[src/rtl/axil_master_cmd.sv]
// axil_master_cmd: single-outstanding AXI-Lite master driven by a simple
// valid/ready command stream. Each command becomes exactly one AXI-Lite write
// (AW + W, then B) or read (AR, then R). One response word is returned per
// command on a valid/ready response stream.
module axil_master_cmd #(
  parameter int DATA_WIDTH = 32,
  parameter int ADDR_WIDTH = 5,
  parameter int STRB_WIDTH = DATA_WIDTH / 8
) (
  input  logic                  clk,
  input  logic                  rst,

  // command stream
  input  logic                  cmd_valid,
  output logic                  cmd_ready,
  input  logic                  cmd_write,
  input  logic [ADDR_WIDTH-1:0] cmd_addr,
  input  logic [DATA_WIDTH-1:0] cmd_wdata,
  input  logic [STRB_WIDTH-1:0] cmd_wstrb,

  // response stream
  output logic                  rsp_valid,
  input  logic                  rsp_ready,
  output logic                  rsp_write,
  output logic [DATA_WIDTH-1:0] rsp_rdata,
  output logic [1:0]            rsp_resp,

  // AXI-Lite write address channel
  output logic [ADDR_WIDTH-1:0] m_axil_awaddr,
  output logic [2:0]            m_axil_awprot,
  output logic                  m_axil_awvalid,
  input  logic                  m_axil_awready,

  // AXI-Lite write data channel
  output logic [DATA_WIDTH-1:0] m_axil_wdata,
  output logic [STRB_WIDTH-1:0] m_axil_wstrb,
  output logic                  m_axil_wvalid,
  input  logic                  m_axil_wready,

  // AXI-Lite write response channel
  input  logic [1:0]            m_axil_bresp,
  input  logic                  m_axil_bvalid,
  output logic                  m_axil_bready,

  // AXI-Lite read address channel
  output logic [ADDR_WIDTH-1:0] m_axil_araddr,
  output logic [2:0]            m_axil_arprot,
  output logic                  m_axil_arvalid,
  input  logic                  m_axil_arready,

  // AXI-Lite read data channel
  input  logic [DATA_WIDTH-1:0] m_axil_rdata,
  input  logic [1:0]            m_axil_rresp,
  input  logic                  m_axil_rvalid,
  output logic                  m_axil_rready
);

  typedef enum logic [2:0] {
    IDLE    = 3'd0,
    WR      = 3'd1,
    WR_RESP = 3'd2,
    RD_ADDR = 3'd3,
    RD_DATA = 3'd4,
    RSP     = 3'd5
  } state_t;

  state_t                state_reg, state_next;

  // latched command payload, held stable for the whole transaction
  logic [ADDR_WIDTH-1:0] addr_reg, addr_next;
  logic [DATA_WIDTH-1:0] wdata_reg, wdata_next;
  logic [STRB_WIDTH-1:0] wstrb_reg, wstrb_next;

  // registered AXI handshake outputs
  logic                  awvalid_reg, awvalid_next;
  logic                  wvalid_reg, wvalid_next;
  logic                  bready_reg, bready_next;
  logic                  arvalid_reg, arvalid_next;
  logic                  rready_reg, rready_next;

  // registered response word
  logic                  rsp_valid_reg, rsp_valid_next;
  logic                  rsp_write_reg, rsp_write_next;
  logic [DATA_WIDTH-1:0] rsp_rdata_reg, rsp_rdata_next;
  logic [1:0]            rsp_resp_reg, rsp_resp_next;

  // handshake qualifiers
  logic                  cmd_fire;
  logic                  aw_fire;
  logic                  w_fire;
  logic                  b_fire;
  logic                  ar_fire;
  logic                  r_fire;
  logic                  rsp_fire;

  // Only IDLE accepts a command; reset blocks acceptance combinationally so a
  // command offered during reset is never taken.
  assign cmd_ready = (state_reg == IDLE) && !rst;

  assign cmd_fire = cmd_valid && cmd_ready;
  assign aw_fire  = awvalid_reg && m_axil_awready;
  assign w_fire   = wvalid_reg && m_axil_wready;
  assign b_fire   = bready_reg && m_axil_bvalid;
  assign ar_fire  = arvalid_reg && m_axil_arready;
  assign r_fire   = rready_reg && m_axil_rvalid;
  assign rsp_fire = rsp_valid_reg && rsp_ready;

  // Output drive: payloads come straight from the latched command
  assign m_axil_awaddr  = addr_reg;
  assign m_axil_awprot  = 3'b000;
  assign m_axil_awvalid = awvalid_reg;
  assign m_axil_wdata   = wdata_reg;
  assign m_axil_wstrb   = wstrb_reg;
  assign m_axil_wvalid  = wvalid_reg;
  assign m_axil_bready  = bready_reg;
  assign m_axil_araddr  = addr_reg;
  assign m_axil_arprot  = 3'b000;
  assign m_axil_arvalid = arvalid_reg;
  assign m_axil_rready  = rready_reg;

  assign rsp_valid = rsp_valid_reg;
  assign rsp_write = rsp_write_reg;
  assign rsp_rdata = rsp_rdata_reg;
  assign rsp_resp  = rsp_resp_reg;

  // Next-state and next-output logic for the transaction sequencer
  always_comb begin
    state_next     = state_reg;
    addr_next      = addr_reg;
    wdata_next     = wdata_reg;
    wstrb_next     = wstrb_reg;
    awvalid_next   = awvalid_reg;
    wvalid_next    = wvalid_reg;
    bready_next    = bready_reg;
    arvalid_next   = arvalid_reg;
    rready_next    = rready_reg;
    rsp_valid_next = rsp_valid_reg;
    rsp_write_next = rsp_write_reg;
    rsp_rdata_next = rsp_rdata_reg;
    rsp_resp_next  = rsp_resp_reg;

    case (state_reg)
      IDLE: begin
        if (cmd_fire) begin
          addr_next  = cmd_addr;
          wdata_next = cmd_wdata;
          wstrb_next = cmd_wstrb;
          if (cmd_write) begin
            awvalid_next = 1'b1;
            wvalid_next  = 1'b1;
            state_next   = WR;
          end else begin
            arvalid_next = 1'b1;
            state_next   = RD_ADDR;
          end
        end
      end

      WR: begin
        // AW and W retire independently; move on once neither is pending
        if (aw_fire) begin
          awvalid_next = 1'b0;
        end
        if (w_fire) begin
          wvalid_next = 1'b0;
        end
        if (!awvalid_next && !wvalid_next) begin
          bready_next = 1'b1;
          state_next  = WR_RESP;
        end
      end

      WR_RESP: begin
        if (b_fire) begin
          bready_next    = 1'b0;
          rsp_write_next = 1'b1;
          rsp_rdata_next = '0;
          rsp_resp_next  = m_axil_bresp;
          rsp_valid_next = 1'b1;
          state_next     = RSP;
        end
      end

      RD_ADDR: begin
        if (ar_fire) begin
          arvalid_next = 1'b0;
          rready_next  = 1'b1;
          state_next   = RD_DATA;
        end
      end

      RD_DATA: begin
        if (r_fire) begin
          rready_next    = 1'b0;
          rsp_write_next = 1'b0;
          rsp_rdata_next = m_axil_rdata;
          rsp_resp_next  = m_axil_rresp;
          rsp_valid_next = 1'b1;
          state_next     = RSP;
        end
      end

      RSP: begin
        if (rsp_fire) begin
          rsp_valid_next = 1'b0;
          state_next     = IDLE;
        end
      end

      default: begin
        awvalid_next   = 1'b0;
        wvalid_next    = 1'b0;
        bready_next    = 1'b0;
        arvalid_next   = 1'b0;
        rready_next    = 1'b0;
        rsp_valid_next = 1'b0;
        state_next     = IDLE;
      end
    endcase
  end

  // State and output registers; reset abandons any transaction in flight
  always_ff @(posedge clk) begin
    if (rst) begin
      state_reg     <= IDLE;
      addr_reg      <= '0;
      wdata_reg     <= '0;
      wstrb_reg     <= '0;
      awvalid_reg   <= 1'b0;
      wvalid_reg    <= 1'b0;
      bready_reg    <= 1'b0;
      arvalid_reg   <= 1'b0;
      rready_reg    <= 1'b0;
      rsp_valid_reg <= 1'b0;
      rsp_write_reg <= 1'b0;
      rsp_rdata_reg <= '0;
      rsp_resp_reg  <= 2'b00;
    end else begin
      state_reg     <= state_next;
      addr_reg      <= addr_next;
      wdata_reg     <= wdata_next;
      wstrb_reg     <= wstrb_next;
      awvalid_reg   <= awvalid_next;
      wvalid_reg    <= wvalid_next;
      bready_reg    <= bready_next;
      arvalid_reg   <= arvalid_next;
      rready_reg    <= rready_next;
      rsp_valid_reg <= rsp_valid_next;
      rsp_write_reg <= rsp_write_next;
      rsp_rdata_reg <= rsp_rdata_next;
      rsp_resp_reg  <= rsp_resp_next;
    end
  end

endmodule

[config.mk]
export PLATFORM = sky130hd
export DESIGN_NAME = axil_master_cmd
export DESIGN_NICKNAME = d
export VERILOG_FILES = /design/src/rtl/axil_master_cmd.sv
export SDC_FILE = /design/constraint.sdc
export NUM_CORES = 1
export LEC_CHECK = 0
export ABC_AREA = 1
export BUFFER_PORTS_ARGS = -buffer_cell sky130_fd_sc_hd__buf_2
export CAP_MARGIN = 20
export CORE_MARGIN = 2
export CORE_UTILIZATION = 30
export CTS_CLUSTER_SIZE = 20
export DETAILED_ROUTE_END_ITERATION = 8
export PLACE_DENSITY_LB_ADDON = 0.25
export SYNTH_ARGS = -nofsm -noshare
export SYNTH_HDL_FRONTEND = slang
export SYNTH_SLANG_ARGS = --single-unit
[constraint.sdc]
create_clock -name clk -period 1.6 [get_ports clk]
set_input_delay 0.16 -clock clk [delete_from_list [all_inputs] [get_ports clk]]
set_output_delay 0.16 -clock clk [all_outputs]
set_load 0.02 [all_outputs]
==> impl_metrics.toml <==
[pwr]
p_leak_nw = 2.401
p_per_area_mw_per_mm2 = 1928
peakVddDrop_v = 0.0009319

[grt]
grt_pass1_vias = 3329
grt_overflow_total = 0
antenna_found_initial = 0
grtUsageTotal_pct = 14.88
grt_pass1_wl_mm = 15.45
grt_start_max_net_pins = 75

[layout]
fin_util_pct = 42.80
nNetsFinal = 757
fin_area_sq_mm = 0.004908
antenna_cells = 0
fin_cells = 816
syn_to_final_growth_pct = 38.33
drive_above_1_share_pct = 32.99
fillers = 1178

[worst_setup_path]
path_class = "flip-flop to flip-flop"
cp-start-kind = "flip-flop"
cp_data_arrival_time_ps = 1700
cp_top_family = "simple AND/OR/NAND/NOR gates"
cp_cell_sequence = "nor2_4 -> nand2_2 -> nand2_2 -> inv_2 -> nor2_4 -> buf_12 -> buf_4 -> nand2_1 -> o21ai_1 -> nor2_1"
path_buf_inv = 3
cp_max_fo = 10
cpPeakStageDelay_ps = 350
critPathSlowestCell = "dfxtp_1"
end_kind = "flip-flop"
required_ps = 1820

[sta]
fmax_mhz = 674.5
report.final.setup_viol = 0
hold_violations = 0
clock_skew_ps = 4.867
maxSlewViolCount = 0
fin_crit_sh_pct = 92.66
period_needed_ps = 1482

[flow_run]
drv_cap = 0

[clock_tree]
cts_root_buffer = "clkbuf_16"
numCtsBuffers = 9
cts_tree = "done"
cts_htree_levels = 3
clock-sinks = 85
clk_path_buf_depth = 2
clk_pin_slew_ps = 60
holdBufCountCts = 0
clk_latency_ps = 340

[placed_design]
routabilityCongestion = 0.8247
dpl_cell_area_sq_mm = 0.004543
dp.cells = 796
dpl.hpwl_mm = 6.881
port_buffers = 174

[routing]
drtPass1Iterations = 4
drc_errors = 0
ant_nets = 0
viasPerCell = 4.556
wl_per_cell_um = 12.09
dr_total_vias = 3718
routed_wl_mm = 9.868
drt_iter0_drc = 248

[yosys]
synth-seq-area-share_pct = 47.95
ys_ff_latch = 85
ys_async_sr_fraction_pct = 0
ys_types = 20
synth_flop_cell = "dfxtp_1"
syn_inst = 497
yosys_warnings = 0
synth_area_sq_mm = 0.003548
syn_area_per_cell_sq_um = 7.140
synth_edf_count = 0

[die]
placement_rows = 39
chipHeight_um = 112.8
dieArea_sq_mm = 0.01271
core_area_sq_mm = 0.01147
die_width_um = 112.8
ios = 181
initial_core_util_pct = 30.94

[status]
status = "completed"

[min_path]
min_path_type = "primary input to flip-flop"
routing by layer:
layer	up-vias	GRT usage [%]	wire length (um)
li1	1917	-	-
met1	1621	19.69	4541
met2	168	21.76	4131
met3	12	5.303	1010
met4	0	6.829	185
met5	-	0	0
cells in the mapped netlist, types with 3 or more instances:
cell type | count | area [sq um]
a21oi_1 | 5 | 25.02
o21ai_1 | 20 | 100.1
buf_6 | 3 | 33.78
nand3_1 | 38 | 190.2
buf_2 | 9 | 45.04
nand2_1 | 158 | 593.1
dfxtp_1 | 85 | 1702
inv_1 | 10 | 37.54
buf_4 | 16 | 120.1
o21ai_0 | 61 | 305.3
nor2_1 | 64 | 240.2
nand2_2 | 3 | 18.77
clkbuf_1 | 15 | 56.30
path summary, 6_finish.rpt:
path | from | endpoint | slack [ps] | cells after the start
min | cmd_wdata[11] | m_axil_wdata[11]$_SDFFE_PP0P_ | 20 | 3
max reg2reg | state_reg[0]$_SDFFE_PP0P_ | rsp_rdata[19]$_SDFFE_PP0P_ | 120 | 10
max | state_reg[0]$_SDFFE_PP0P_ | rsp_rdata[19]$_SDFFE_PP0P_ | 120 | 10
min reg2reg | rsp_write$_SDFFE_PP0P_ | rsp_write$_SDFFE_PP0P_ | 460 | 2
what timing repair did:
item | 4_1_cts | 5_1_grt
buffers inserted | 0 | 2
gates resized for setup | 0 | 4
endpoints found under the setup margin | 0 | 72
power by group:
part           switching [mW]  internal [mW]
combinational            2.77           1.62
sequential              0.358           2.78
clock                   0.804           1.13
layout make-up:
cell class                      instances  area [sq um]  area share (%)
Tap cell                              143         178.9           3.645
Timing Repair Buffer                  198          1124           22.89
Multi-Input combinational cell        362          1579           32.17
Inverter                               12         45.04          0.9177
Clock inverter                          4         22.52          0.4588
Clock buffer                           12         256.5           5.226
Sequential cell                        85          1703           34.69
tightest hold or removal path, delay by kind of cell:
kind,cells,cell delay (ps)
AOI/OAI and AO/OA,1,50
and+or+nand+nor,1,40
buffers and inverters,1,70
cells in the final DEF, fill, tap and decap left out:
cell and count:
buf_2 174, nand2_1 157, dfxtp_1 84, nor2_1 64, o21ai_0 60, nand3_1 38
o21ai_1 21, buf_4 19, clkbuf_16 11, inv_1 10, conb_1 6, a21oi_1 5
nand2_2 3, clkinv_2 3, buf_12 3, nor2_4 2, nor3_1 2, ha_1 2
clkbuf_8 2, nand2_4 1, inv_2 1, clkinv_1 1, nor3b_4 1, clkinvlp_4 1
clkbuf_1 1, dfxtp_2 1
through the flow:
stage / hold slack (ps) / TNS (ps) / total power [mW] / setup slack, ps
floorplan: 272.7 / 0 / 6.061 / 135.9
global placement: 357.0 / 0 / 7.313 / 48.90
detailed placement: 362.8 / 0 / 7.367 / 76.50
CTS: 2.855 / 0 / 9.366 / 52.72
global route: 14.50 / -7.335 / 10.24 / -7.335
finish: 19.01 / 0 / 9.461 / 117.5
cell families (layout without fill, tap and decap cells):
kind of cell               after synthesis  after routing  share of synthesized area [%]
AOI/OAI and AO/OA                       86             86                          12.13
adders and majority gates                2              2                         0.7051
buffers and inverters                   55            226                          8.462
other                                    1              6                         0.1057
DFF                                     85             85                          47.95
and+or+nand+nor                        268            268                          30.64
Note: power is estimated with default switching activity, not from simulation.
